===== src/rtl/joint_stepper_pkg.sv =====
// Shared constants and types for the N-coil stepper joint driver.
package joint_stepper_pkg;
  localparam logic [1:0] STEPMODE_WAVE = 2'd0;
  localparam logic [1:0] STEPMODE_FULL = 2'd1;
  localparam logic [1:0] STEPMODE_HALF = 2'd2;
  localparam int         PWM_W         = 8;

  typedef enum logic {
    TGL_LOW  = 1'b0,
    TGL_HIGH = 1'b1
  } tgl_state_e;
endpackage


===== src/rtl/joint_stepper_nphase_if.sv =====
// Joint command/feedback and coil bus between the joint registers and the stepper driver.
interface joint_stepper_nphase_if #(
  parameter int COILS = 4
);
  logic               jointEnable;
  logic signed [31:0] jointFreqCmd;
  logic [1:0]         stepMode;
  logic signed [31:0] jointFeedback;
  logic [COILS-1:0]   coils;

  modport master (
    output jointEnable, jointFreqCmd, stepMode,
    input  jointFeedback, coils
  );

  modport slave (
    input  jointEnable, jointFreqCmd, stepMode,
    output jointFeedback, coils
  );
endinterface


===== src/rtl/joint_stepper_nphase_decode.sv =====
// Combinational half-step position to coil pattern decode: even p -> coil p/2,
// odd p -> coils (p-1)/2 and (p+1)/2 mod N.
module stepper_phase_decode #(
  parameter  int COILS = 4,
  localparam int POS_W = $clog2(2 * COILS)
) (
  input  logic [POS_W-1:0] pos,
  output logic [COILS-1:0] pattern
);
  logic [POS_W-1:0] lo;
  logic [POS_W-1:0] hi;

  always_comb begin
    lo      = pos >> 1;
    hi      = (lo == POS_W'(COILS - 1)) ? '0 : lo + POS_W'(1);
    pattern = '0;
    for (int k = 0; k < COILS; k++) begin
      pattern[k] = (lo == POS_W'(k)) || (pos[0] && (hi == POS_W'(k)));
    end
  end
endmodule


===== src/rtl/joint_stepper_nphase.sv =====
// N-coil stepper joint driver: step-period command to coil pattern, signed step
// feedback, wave/full/half excitation and PWM hold-current reduction when idle.
module joint_stepper_nphase
  import joint_stepper_pkg::*;
#(
  parameter int COILS      = 4,
  parameter int HOLD_DELAY = 50000,
  parameter int HOLD_DUTY  = 64
) (
  input logic                   clk,
  input logic                   reset,
  joint_stepper_nphase_if.slave bus
);
  localparam int POS_W  = $clog2(2 * COILS);
  localparam int IDLE_W = (HOLD_DELAY < 1) ? 1 : $clog2(HOLD_DELAY + 1);
  localparam logic [IDLE_W-1:0] IDLE_SAT = IDLE_W'(HOLD_DELAY);

  logic [31:0]        cmd_abs_p0;
  logic [31:0]        cnt;
  tgl_state_e         state, state_nxt;
  logic [POS_W-1:0]   pos, pos_nxt;
  logic signed [31:0] fb;
  logic [IDLE_W-1:0]  idle, idle_nxt;
  logic [PWM_W-1:0]   pwm;
  logic [COILS-1:0]   coils_r, coils_nxt, pattern;
  logic               period_hit, step, fwd, misalign, hold, gate;

  // -2^31 has no positive counterpart in 32 bits, so clamp it.
  function automatic logic [31:0] sat_abs(input logic signed [31:0] v);
    if (v == 32'sh8000_0000) return 32'h7fff_ffff;
    return v[31] ? $unsigned(-v) : $unsigned(v);
  endfunction

  function automatic logic [POS_W-1:0] pos_add(input logic [POS_W-1:0] p, input int d);
    int s;
    s = (int'(p) + d) % (2 * COILS);
    return POS_W'(s);
  endfunction

  // Toggle FSM: state register
  always_ff @(posedge clk or posedge reset) begin
    if (reset) state <= TGL_LOW;
    else       state <= state_nxt;
  end

  // Toggle FSM: next state
  always_comb begin
    state_nxt = state;
    if (!bus.jointEnable)  state_nxt = TGL_LOW;
    else if (period_hit)   state_nxt = (state == TGL_LOW) ? TGL_HIGH : TGL_LOW;
  end

  // Toggle FSM: outputs
  always_comb begin
    period_hit = bus.jointEnable && (cmd_abs_p0 != 32'd0) && (cnt >= cmd_abs_p0);
    step       = period_hit && (state == TGL_HIGH);
  end

  always_comb begin
    fwd      = !bus.jointFreqCmd[31];
    misalign = ((bus.stepMode == STEPMODE_WAVE) && pos[0]) ||
               ((bus.stepMode == STEPMODE_FULL) && !pos[0]);
    pos_nxt  = pos;
    if (step) begin
      if (bus.stepMode[1]) pos_nxt = pos_add(pos, fwd ? 1 : 2 * COILS - 1);
      else                 pos_nxt = pos_add(pos, fwd ? 2 : 2 * COILS - 2);
    end else if (bus.jointEnable && misalign) begin
      pos_nxt = pos_add(pos, 1);
    end

    idle_nxt = idle;
    if (!bus.jointEnable || step) idle_nxt = '0;
    else if (idle != IDLE_SAT)    idle_nxt = idle + IDLE_W'(1);

    // idle_nxt is zero on a step, so the new pattern goes out at full drive
    hold      = (idle_nxt >= IDLE_SAT);
    gate      = !hold || (int'(pwm) < HOLD_DUTY);
    coils_nxt = bus.jointEnable ? (pattern & {COILS{gate}}) : '0;
  end

  stepper_phase_decode #(.COILS(COILS)) u_decode (
    .pos     (pos_nxt),
    .pattern (pattern)
  );

  // Stage p0: command magnitude; counters, position and registered outputs
  always_ff @(posedge clk or posedge reset) begin
    if (reset) begin
      cmd_abs_p0 <= '0;
      cnt        <= '0;
      pos        <= '0;
      fb         <= '0;
      idle       <= '0;
      pwm        <= '0;
      coils_r    <= '0;
    end else begin
      cmd_abs_p0 <= sat_abs(bus.jointFreqCmd);
      if (!bus.jointEnable || period_hit) cnt <= '0;
      else                                cnt <= cnt + 32'd1;
      pos     <= pos_nxt;
      if (step) fb <= fwd ? fb + 32'sd1 : fb - 32'sd1;
      idle    <= idle_nxt;
      pwm     <= pwm + PWM_W'(1);
      coils_r <= coils_nxt;
    end
  end

  assign bus.jointFeedback = fb;
  assign bus.coils         = coils_r;
endmodule

===== src/flat_wrapper.sv =====
// flat-port wrapper written by rule: the top's interface ports become plain ports
module joint_stepper_nphase_flat import joint_stepper_pkg::*;
#(
  parameter int COILS      = 4,
  parameter int HOLD_DELAY = 50000,
  parameter int HOLD_DUTY  = 64
)
  (clk, reset, bus_jointEnable, bus_jointFreqCmd, bus_stepMode, bus_jointFeedback, bus_coils);
  joint_stepper_nphase_if #(.COILS(COILS)) bus_i ();
  input logic clk;
  input logic reset;
  input wire logic [$bits(bus_i.jointEnable)-1:0] bus_jointEnable;
  input wire logic [$bits(bus_i.jointFreqCmd)-1:0] bus_jointFreqCmd;
  input wire logic [$bits(bus_i.stepMode)-1:0] bus_stepMode;
  output wire logic [$bits(bus_i.jointFeedback)-1:0] bus_jointFeedback;
  output wire logic [$bits(bus_i.coils)-1:0] bus_coils;
  assign bus_i.jointEnable = bus_jointEnable;
  assign bus_i.jointFreqCmd = bus_jointFreqCmd;
  assign bus_i.stepMode = bus_stepMode;
  assign bus_jointFeedback = bus_i.jointFeedback;
  assign bus_coils = bus_i.coils;
  joint_stepper_nphase #(.COILS(COILS), .HOLD_DELAY(HOLD_DELAY), .HOLD_DUTY(HOLD_DUTY)) u_core (.clk(clk), .reset(reset), .bus(bus_i));
endmodule

===== config.mk =====
export PLATFORM = sky130hd
export DESIGN_NAME = joint_stepper_nphase_flat
export DESIGN_NICKNAME = d
export VERILOG_FILES = /design/src/rtl/joint_stepper_pkg.sv /design/src/rtl/joint_stepper_nphase_if.sv /design/src/rtl/joint_stepper_nphase_decode.sv /design/src/rtl/joint_stepper_nphase.sv /design/src/flat_wrapper.sv
export SDC_FILE = /design/constraint.sdc
export NUM_CORES = 1
export LEC_CHECK = 0
export ABC_AREA = 1
export CAP_MARGIN = 10
export CELL_PAD_IN_SITES_DETAIL_PLACEMENT = 1
export CELL_PAD_IN_SITES_GLOBAL_PLACEMENT = 2
export CORE_AREA = 2 2 185 141
export CTS_BUF_LIST = sky130_fd_sc_hd__clkbuf_4 sky130_fd_sc_hd__clkbuf_8
export DETAILED_ROUTE_END_ITERATION = 8
export DIE_AREA = 0 0 187 143
export GPL_TIMING_DRIVEN = 0
export HOLD_SLACK_MARGIN = 0.03
export PLACE_DENSITY_LB_ADDON = 0.05
export SYNTH_ARGS = -nofsm -noshare
export SYNTH_HDL_FRONTEND = slang
export SYNTH_HIERARCHICAL = 1
export SYNTH_SLANG_ARGS = --single-unit

===== constraint.sdc =====
create_clock -name clk -period 5.01 [get_ports clk]
set_clock_uncertainty 0.05 [all_clocks]
set_input_delay 0.501 -clock clk [delete_from_list [all_inputs] [get_ports clk]]
set_output_delay 0.501 -clock clk [all_outputs]
set_load 0.02 [all_outputs]

==> results of run 1 <==
[cell families after synthesis]
kind of cell | share of synthesized area (%)
adders and majority gates | 10.2
AOI/OAI and AO/OA | 10.7
xor gates and xnor gates | 8.79
and+or+nand+nor | 26.4
buffers and inverters | 7.83
DFF | 36.1
[final cells by class]
cell class,instances,area (um^2),share of cell area (%)
Tap cell,338,423,4.00
Buffer,19,86.3,0.817
Timing Repair Buffer,73,766,7.25
Multi-Input combinational cell,851,4970,47.0
Sequential cell,128,3200,30.3
Inverter,162,613,5.80
Clock buffer,20,275,2.61
Clock inverter,12,229,2.17
[state kept, by name, summed over array words and instances (netlist names)]
name	flops
u_core/pos	3
u_core/cnt	32
u_core/state	1
u_core/bus.coils	4
u_core/bus.jointFeedback	32
u_core/pwm	8
u_core/idle	16
u_core/cmd_abs_p0	32
[worst paths after layout]
kind                                                end  slack [ps]  cells past startpoint                 start
max reg2reg                         u_core/bus.coils[2]        1400                     18         u_core/cnt[7]
min                                 u_core/bus.coils[0]         260                      3       bus_jointEnable
max                        u_core/bus.jointFeedback[22]         890                     16  bus_jointFreqCmd[31]
min reg2reg                               u_core/pwm[0]         410                      1         u_core/pwm[0]
max in group asynchronous                u_core/cnt[19]        3720                      3                 reset
min in group asynchronous  u_core/bus.jointFeedback[17]         400                      2                 reset
[per-layer routing]
metal	vias to the layer above	wire length [um]	track usage, %
met2	76	11000	31.7
met5	-	0	0
li1	3953	-	-
met3	15	738	3.59
met4	0	238	4.55
met1	3718	13500	28.8
[synthesized netlist by cell type (6+ instances only)]
master,number
nand2_1,261
inv_1,154
dfrtp_1,128
nor2_1,122
ha_1,69
a21oi_1,67
xor2_1,61
o21ai_0,57
nand3_1,40
nand4_1,29
xnor2_1,28
nor3_1,22
nor4_1,11
clkbuf_1,10
nor2_2,9
o21ai_1,9
a31oi_1,7
inv_2,7
a21o_1,6
buf_2,6
[through the flow]
| step | cell area [um^2] | hold WS, ps |
|---|---|---|
| finish | 10600 | 260 |
| global route | 10600 | 234 |
| CTS | 10600 | 216 |
| detailed placement | 10100 | 404 |
| global placement | 10000 | 393 |
| floorplan | 8870 | 372 |
[worst min-delay path, cell delays in order]
cell     delay (ps)
buf_6           120
nand2_1          60
a21oi_1          30
[where the power goes]
part | internal [mW] | switching, mW | total [mW] | leakage (nW)
combinational | 0.222 | 0.351 | 0.573 | 3.27
sequential | 1.10 | 0.0411 | 1.14 | 1.68
clock | 0.687 | 0.447 | 1.13 | 0.247
==> results.sh, run 1 <==
export IMPL_status="complete, no violations"
export IMPL_setup_slack_ps=890
export IMPL_ys_seq_elements=128
export IMPL_final_core_util_pct=42.5
export IMPL_cts_sinks=128
export IMPL_drv_cap=0
export IMPL_place_inst=1571
export IMPL_cts_root_buf="clkbuf_8"
export IMPL_synth_area_leader_cell="dfrtp_1"
export IMPL_mostFrequentLayoutCells="nand2_1 (261), inv_1 (153), dfrtp_1 (128)"
export IMPL_viasPerCell=4.84
export IMPL_synth_nets=1268
export IMPL_cts_tree="yes"
export IMPL_critPathBufInv=6
export IMPL_htreeDepth=4
export IMPL_ctsHoldBuffers=0
export IMPL_drc=0
export IMPL_grt_pass1_vias=8131
export IMPL_yosys_top_cells_area="dfrtp_1 (36%), nand2_1 (11%), ha_1 (9.7%), inv_1 (6.5%), xor2_1 (6.0%)"
export IMPL_hold_violations=0
export IMPL_fp_row_count=50
export IMPL_ys_flop_type="dfrtp_1"
export IMPL_layout_cells_non_filler=1603
export IMPL_tightest_slew_ps=851
export IMPL_slew_violations=0
export IMPL_die_width_um=187
export IMPL_clock_latency_ps=460
export IMPL_path_cells="clkdlybuf4s50_1 -> buf_2 -> inv_1 -> clkbuf_1 -> fa_1 -> o21ai_1 -> a21oi_1 -> inv_1 -> a21oi_1 -> inv_1 -> nand2_1 -> nand2_1 -> nand2_1 -> nand2_1 -> xnor2_1 -> o21ai_0"
export IMPL_gp_congestion=0.841
export IMPL_synth_edf_count=0
export IMPL_fin_crit_ps=4120
export IMPL_hold_path_class="in2reg"
export IMPL_post_cts_buffers=0
export IMPL_synth_async_reset_ratio_pct=100
export IMPL_p_leak_nw=5.20
export IMPL_critical_path_top_delay_family="buffers and inverters"
export IMPL_via_count=7762
export IMPL_grt_overflow_total=0
export IMPL_setup_violations=0
export IMPL_wl_per_cell_um=15.9
export IMPL_drt_wl_total_um=25500
export IMPL_clk_path_buf_depth=2
export IMPL_synthToLayoutAreaGrowth_pct=19.1
export IMPL_critPathKind="in2reg"
export IMPL_fmax_mhz=243
export IMPL_rsz0062_at_grt="no"
export IMPL_arrival_ps=4400
export IMPL_power_mw=2.84
export IMPL_dp_hpwl_um=20500
export IMPL_portBuffers=71
export IMPL_final_common_cell="nand2_1"
export IMPL_cp_slowest_cell="clkdlybuf4s50_1"
export IMPL_dr_pass1_iters=4
export IMPL_synth_yosys_seq_area_share_pct=36.1
export IMPL_critPathRequiredTime_ps=5290
export IMPL_max_stage_delay_ps=770
export IMPL_grt_pass1_wl_um=42400
export IMPL_tns_ps=0
export IMPL_grt_max_degree=78
export IMPL_drive_gt1_share_pct=6.72
export IMPL_ctsResizeCount=0
export IMPL_track_usage_pct=20.1
export IMPL_synthCells=1160
export IMPL_p_per_area_nw_per_um2=269
export IMPL_startpoint_type="primary input"
export IMPL_diodes=0
export IMPL_syn_area_per_cell_um2=7.64
export IMPL_fillCellCount=3069
export IMPL_synth_top_area_share_pct=36.1
export IMPL_crit_top_cell="nand2_1"
export IMPL_place_ws_ps=383
export IMPL_crit_path_max_fanout=14
export IMPL_die_area_um2=26700
export IMPL_fin_nets=1360
export IMPL_grt_antenna_before_repair=0
export IMPL_drtAntennaViolNets=0
export IMPL_drtIter0Drc=269
export IMPL_syn_area_um2=8870
export IMPL_cts_buffers=17
export IMPL_ys_types=45
export IMPL_die_h_um=143
export IMPL_ys_warn_count=6
export IMPL_finalCritPeriodShare_pct=82.2
export IMPL_clk_pin_slew_worst_paths_ps=80
export IMPL_relSlewSlack_pct=42.5
export IMPL_io_pins=73
export IMPL_end_kind="flip-flop"
export IMPL_vdd_drop_max_uv=192
export IMPL_fp_coreArea_um2=24800
export IMPL_start_util_pct=35.7
No activity file was read; power rests on OpenSTA's default activity.
==> inputs of run 2 (changes only) <==
CORE_AREA = 2 2 196 150   (was 2 2 185 141)
DIE_AREA = 0 0 198 152   (was 0 0 187 143)
clock period = 3.4 ns   (was 5.01 ns; I/O delays follow)
==> run 2 against run 1 <==
Non-clock buffer count grew 4. Register-to-register slack lost 1100 ps. Sequential share of layout area shrank 0.25 points. Sequential power grew 47%. Flip-flop and latch count is the same. Clock-buffer cell count grew 4. Global-route usage shrank 1.4 points. Worst hold slack gained 15 ps. Largest cell class unchanged. Highest routed layer unchanged.
==> results.sh, run 2 (synthesized netlist as in run 1, its figures left out) <==
export IMPL_grt_pass1_wl_um=43900
export IMPL_die_h_um=152
export IMPL_fp_row_count=54
export IMPL_cts_tree="yes"
export IMPL_end_kind="flip-flop"
export IMPL_grt_overflow_total=0
export IMPL_clock_latency_ps=470
export IMPL_final_cell_area_um2=10700
export IMPL_start_util_pct=31.2
export IMPL_slew_violations=0
export IMPL_grt_busiest_layer="met2"
export IMPL_portBuffers=71
export IMPL_startpoint_type="flip-flop"
export IMPL_grt_max_degree=40
export IMPL_critPathLaunch="u_core/cnt[15]"
export IMPL_io_pins=73
export IMPL_grtUsageMet1_pct=27.8
export IMPL_hold_slack_ps=275
export IMPL_fp_coreArea_um2=28400
export IMPL_met2_usage_pct=27.9
export IMPL_fin_crit_ps=3120
export IMPL_rsz0062_at_grt="yes"
export IMPL_vdd_drop_max_uv=281
export IMPL_cts_sinks=128
export IMPL_dr_pass1_iters=4
export IMPL_hold_path_class="in2async"
export IMPL_clk_path_buf_depth=2
export IMPL_path_cells="ha_1 -> nand4_1 -> nor2_1 -> nand2_1 -> inv_1 -> nand2_1 -> nand2_1 -> nand2_1 -> nand2_1 -> nand3_2 -> clkbuf_4 -> clkbuf_2 -> a31oi_2 -> nor2_1 -> nor2_1 -> nand2_1 -> a21oi_1"
export IMPL_drt_wl_total_um=26400
export IMPL_drive_gt1_share_pct=7.49
export IMPL_via_count=7730
export IMPL_fillCellCount=3478
export IMPL_finalCritPeriodShare_pct=91.7
export IMPL_p_per_area_nw_per_um2=379
export IMPL_drtAntennaViolNets=0
export IMPL_reg2reg_from="u_core/cnt[15]"
export IMPL_viasPerCell=4.65
export IMPL_drtIter0Drc=274
export IMPL_gp_congestion=0.810
export IMPL_postPlaceCellArea_um2=10200
export IMPL_grt_antenna_before_repair=1
export IMPL_grt_pass1_vias=8225
export IMPL_critPathBufInv=3
export IMPL_cts_root_buf="clkbuf_8"
export IMPL_p_leak_nw=5.22
export IMPL_die_area_um2=30100
export IMPL_crit_top_cell="nand2_1"
export IMPL_critPathKind="reg2reg"
export IMPL_clk_pin_slew_worst_paths_ps=80
export IMPL_max_stage_delay_ps=460
export IMPL_die_width_um=198
export IMPL_htreeDepth=4
export IMPL_status="complete, no violations"
export IMPL_fmax_mhz=321
export IMPL_synthToLayoutAreaGrowth_pct=20.1
export IMPL_tightest_slew_ps=688
export IMPL_relSlewSlack_pct=53.5
export IMPL_track_usage_pct=18.8
export IMPL_met3_usage_pct=3.60
export IMPL_wl_per_cell_um=15.9
export IMPL_drv_cap=0
export IMPL_final_common_cell="nand2_1"
export IMPL_crit_path_max_fanout=10
export IMPL_diodes=0
export IMPL_cts_buffers=17
export IMPL_setup_violations=0
export IMPL_critPathRequiredTime_ps=3740
export IMPL_cp_slowest_cell="dfrtp_1"
export IMPL_mostFrequentLayoutCells="nand2_1 (261), inv_1 (152), dfrtp_1 (128)"
export IMPL_dp_hpwl_um=21600
export IMPL_hold_violations=0
export IMPL_critical_path_top_delay_family="simple AND/OR/NAND/NOR gates"
export IMPL_fin_nets=1364
export IMPL_arrival_ps=3460
export IMPL_drc=0
==> run 2: cell types whose count changed in the layout (fill, tap and decap cells not counted), moves of 3 or more <==
cell       previous run  this run
buf_12                0         3
clkbuf_4              0         3
bufinv_16             6         3
buf_4                 0         3
==> run 2: per-stage QoR <==
step	total power, mW	std cells	setup TNS (ps)	setup WS, ps	util [%]
after floorplan	2.24	1160	0	916	-
after global placement	2.55	1623	-47910	-1660	35.4
final	4.03	1661	0	282	37.5
after detailed placement	2.57	1627	-18550	-1120	35.7
after CTS	4.09	1659	0	9.61	37.3
after global routing	4.31	1661	-25.2	-18.7	37.5
==> run 2: final timing paths <==
path                                           endpoint  slack (ps)  cells after the start
max in group asynchronous  u_core/bus.jointFeedback[15]        2140                      4
hold / removal                           u_core/idle[1]         270                      2
setup / recovery                    u_core/bus.coils[3]         280                     17
min in group clk                          u_core/pwm[0]         410                      1
setup reg to reg                    u_core/bus.coils[3]         280                     17
hold reg to reg                           u_core/pwm[0]         410                      1
==> run 2: final cells by class <==
| class | count | area (um^2) | share of cell area (%) |
|---|---|---|---|
| Clock inverter | 8 | 125 | 1.17 |
| Buffer | 18 | 88.8 | 0.834 |
| Sequential cell | 128 | 3200 | 30.1 |
| Clock buffer | 24 | 318 | 2.98 |
| Inverter | 162 | 616 | 5.78 |
| Multi-Input combinational cell | 851 | 4990 | 46.8 |
| Tap cell | 392 | 490 | 4.60 |
| Timing Repair Buffer | 78 | 825 | 7.74 |
==> run 2: routing by layer <==
layer / wire length (um) / up-vias
met5: 0 / -
met3: 679 / 20
met4: 282 / 0
met2: 11200 / 82
li1: - / 3957
met1: 14200 / 3671
==> run 2: where the power goes <==
part           switching (mW)  internal [mW]
clock                   0.647          0.841
combinational           0.522          0.340
sequential             0.0654           1.62
total                    1.23           2.80
==> run 2: timing repair <==
action,CTS,global route
hold buffers,1,0
buffers inserted,0,2
endpoints found under the hold margin,2,0
gates resized for setup,5,6
setup endpoints to repair,17,7
==> inputs of run 3 (changes only) <==
clock period = 2.5 ns   (was 3.4 ns; I/O delays follow)
==> run 3 against run 2 <==
The run now ends with setup timing left. Global-route usage rose by 0.51 points. Largest power group unchanged. Sequential power increased by 37%. Worst setup slack worse by 320 ps. Clock-buffer cell count stayed put. Final area is 6.2% higher. Die area unchanged. Critical path depth did not move. Wire length rose by 3.8%.
==> results.sh, run 3 (synthesized netlist as in run 1, its figures left out) <==
export IMPL_drtIter0Drc=287
export IMPL_drtAntennaViolNets=0
export IMPL_cts_buffers=17
export IMPL_dp_hpwl_um=21600
export IMPL_p_leak_nw=5.40
export IMPL_place_inst=1627
export IMPL_io_pins=73
export IMPL_tns_ps=-113
export IMPL_relSlewSlack_pct=54.0
export IMPL_clk_path_buf_depth=2
export IMPL_track_usage_pct=19.3
export IMPL_grt_pass1_wl_um=45000
export IMPL_p_per_area_nw_per_um2=505
export IMPL_viasPerCell=4.67
export IMPL_arrival_ps=2890
export IMPL_crit_path_max_fanout=7
export IMPL_clock_latency_ps=470
export IMPL_grt_max_degree=40
export IMPL_status="finished with violations"
export IMPL_fp_row_count=54
export IMPL_hold_violations=0
export IMPL_drive_gt1_share_pct=15.0
export IMPL_hold_path_class="in2async"
export IMPL_startpoint_type="flip-flop"
export IMPL_fin_nets=1389
export IMPL_critPathKind="reg2reg"
export IMPL_critPathRequiredTime_ps=2850
export IMPL_tightest_slew_ps=689
export IMPL_grt_antenna_before_repair=0
export IMPL_die_area_um2=30100
export IMPL_clk_pin_slew_worst_paths_ps=80
export IMPL_finalCritPeriodShare_pct=102
export IMPL_portBuffers=71
export IMPL_die_h_um=152
export IMPL_final_common_cell="nand2_1"
export IMPL_drv_cap=0
export IMPL_fmax_mhz=394
export IMPL_vdd_drop_max_uv=380
export IMPL_die_width_um=198
export IMPL_setup_violations=4
export IMPL_cts_root_buf="clkbuf_8"
export IMPL_wl_per_cell_um=16.3
export IMPL_gp_congestion=0.810
export IMPL_drt_wl_total_um=27400
export IMPL_cts_tree="yes"
export IMPL_dr_pass1_iters=4
export IMPL_grt_pass1_vias=8366
export IMPL_rsz0062_at_grt="yes"
export IMPL_end_kind="flip-flop"
export IMPL_fin_crit_ps=2540
export IMPL_setup_slack_ps=-38.4
export IMPL_drc=0
export IMPL_fp_coreArea_um2=28400
export IMPL_slew_violations=0
export IMPL_cts_sinks=128
export IMPL_synthToLayoutAreaGrowth_pct=27.7
export IMPL_final_cell_area_um2=11300
export IMPL_start_util_pct=31.2
export IMPL_postPlaceCellArea_um2=10200
export IMPL_mostFrequentLayoutCells="nand2_1 (255), inv_1 (146), dfrtp_1 (117)"
export IMPL_layout_cells_non_filler=1686
export IMPL_grt_overflow_total=0
export IMPL_via_count=7877
export IMPL_violations="setup timing"
export IMPL_diodes=0
export IMPL_htreeDepth=4
-- run 3: cell types whose count changed in the layout (fill, tap and decap cells not counted), sizes merged --
cell	previous run	this run
buf	14	42
dlygate4sd3	1	2
clkdlybuf4s15	1	0
clkbuf	34	31
-- run 3: metal layers --
layer / up-vias / share of wire (%) / global-route usage (%)
li1: 4007 / - / -
met1: 3785 / 54 / 28.6
met2: 66 / 43 / 28.7
met3: 19 / 2.2 / 3.60
met4: 0 / 1.0 / 4.62
met5: - / 0 / 0
-- run 3: worst paths after layout --
path                       cells after the start                  from  slack [ps]                     to
max in group asynchronous                      4                 reset        1330   u_core/cmd_abs_p0[2]
hold reg to reg                                1         u_core/pwm[0]         420          u_core/pwm[0]
setup reg to reg                              17        u_core/cnt[15]         -40    u_core/bus.coils[3]
setup / recovery                              17        u_core/cnt[15]         -40    u_core/bus.coils[3]
min in group clk                               5  bus_jointFreqCmd[31]         300  u_core/cmd_abs_p0[14]
hold / removal                                 2                 reset         180         u_core/idle[1]
-- run 3: final cells by class --
type                    count  area, um^2
plain buffers              17         171
clock buffers              24         318
clock inverters             8         125
fillers                  3426       17100
inverters                 162         616
multi-input cells         851        5350
flip-flops and latches    128        3220
well taps                 392         490
repair buffers            104        1030
-- run 3: per-stage QoR --
step / power (mW) / util (%) / hold WS [ps] / worst slack [ps]
final: 5.71 / 39.8 / 182 / -38.4
after global routing: 6.10 / 39.8 / 193 / -237
after CTS: 5.70 / 38.7 / -61.0 / -43.3
after detailed placement: 3.49 / 35.7 / 406 / -1930
after global placement: 3.47 / 35.4 / 393 / -2470
after floorplan: 3.04 / - / 296 / 16.1
-- run 3: what timing repair did --
action	4_1_cts	5_1_grt
hold endpoints to repair	6	5
setup endpoints to repair	102	81
buffers inserted	19	8
hold buffers	1	1
gates resized for setup	76	64
pin swaps	6	16
-- run 3: critical path, cell delays in order, from the launching register on --
cell	delay, ps
dfrtp_2	450
ha_4	280
nand4_1	130
nor2_1	130
nand2_1	60
inv_1	50
nand2_1	60
nand2_1	60
nand2_1	60
nand2_2	110
nand3_4	100
buf_12	160
clkbuf_16	140
a31oi_4	250
nor2_4	70
nor2_2	110
nand2_1	70
a21oi_2	100
-- run 3: power breakdown --
part	internal [mW]	total [mW]	switching [mW]
Sequential	2.20	2.30	0.0956
Combinational	0.577	1.40	0.820
Clock	1.14	2.02	0.876
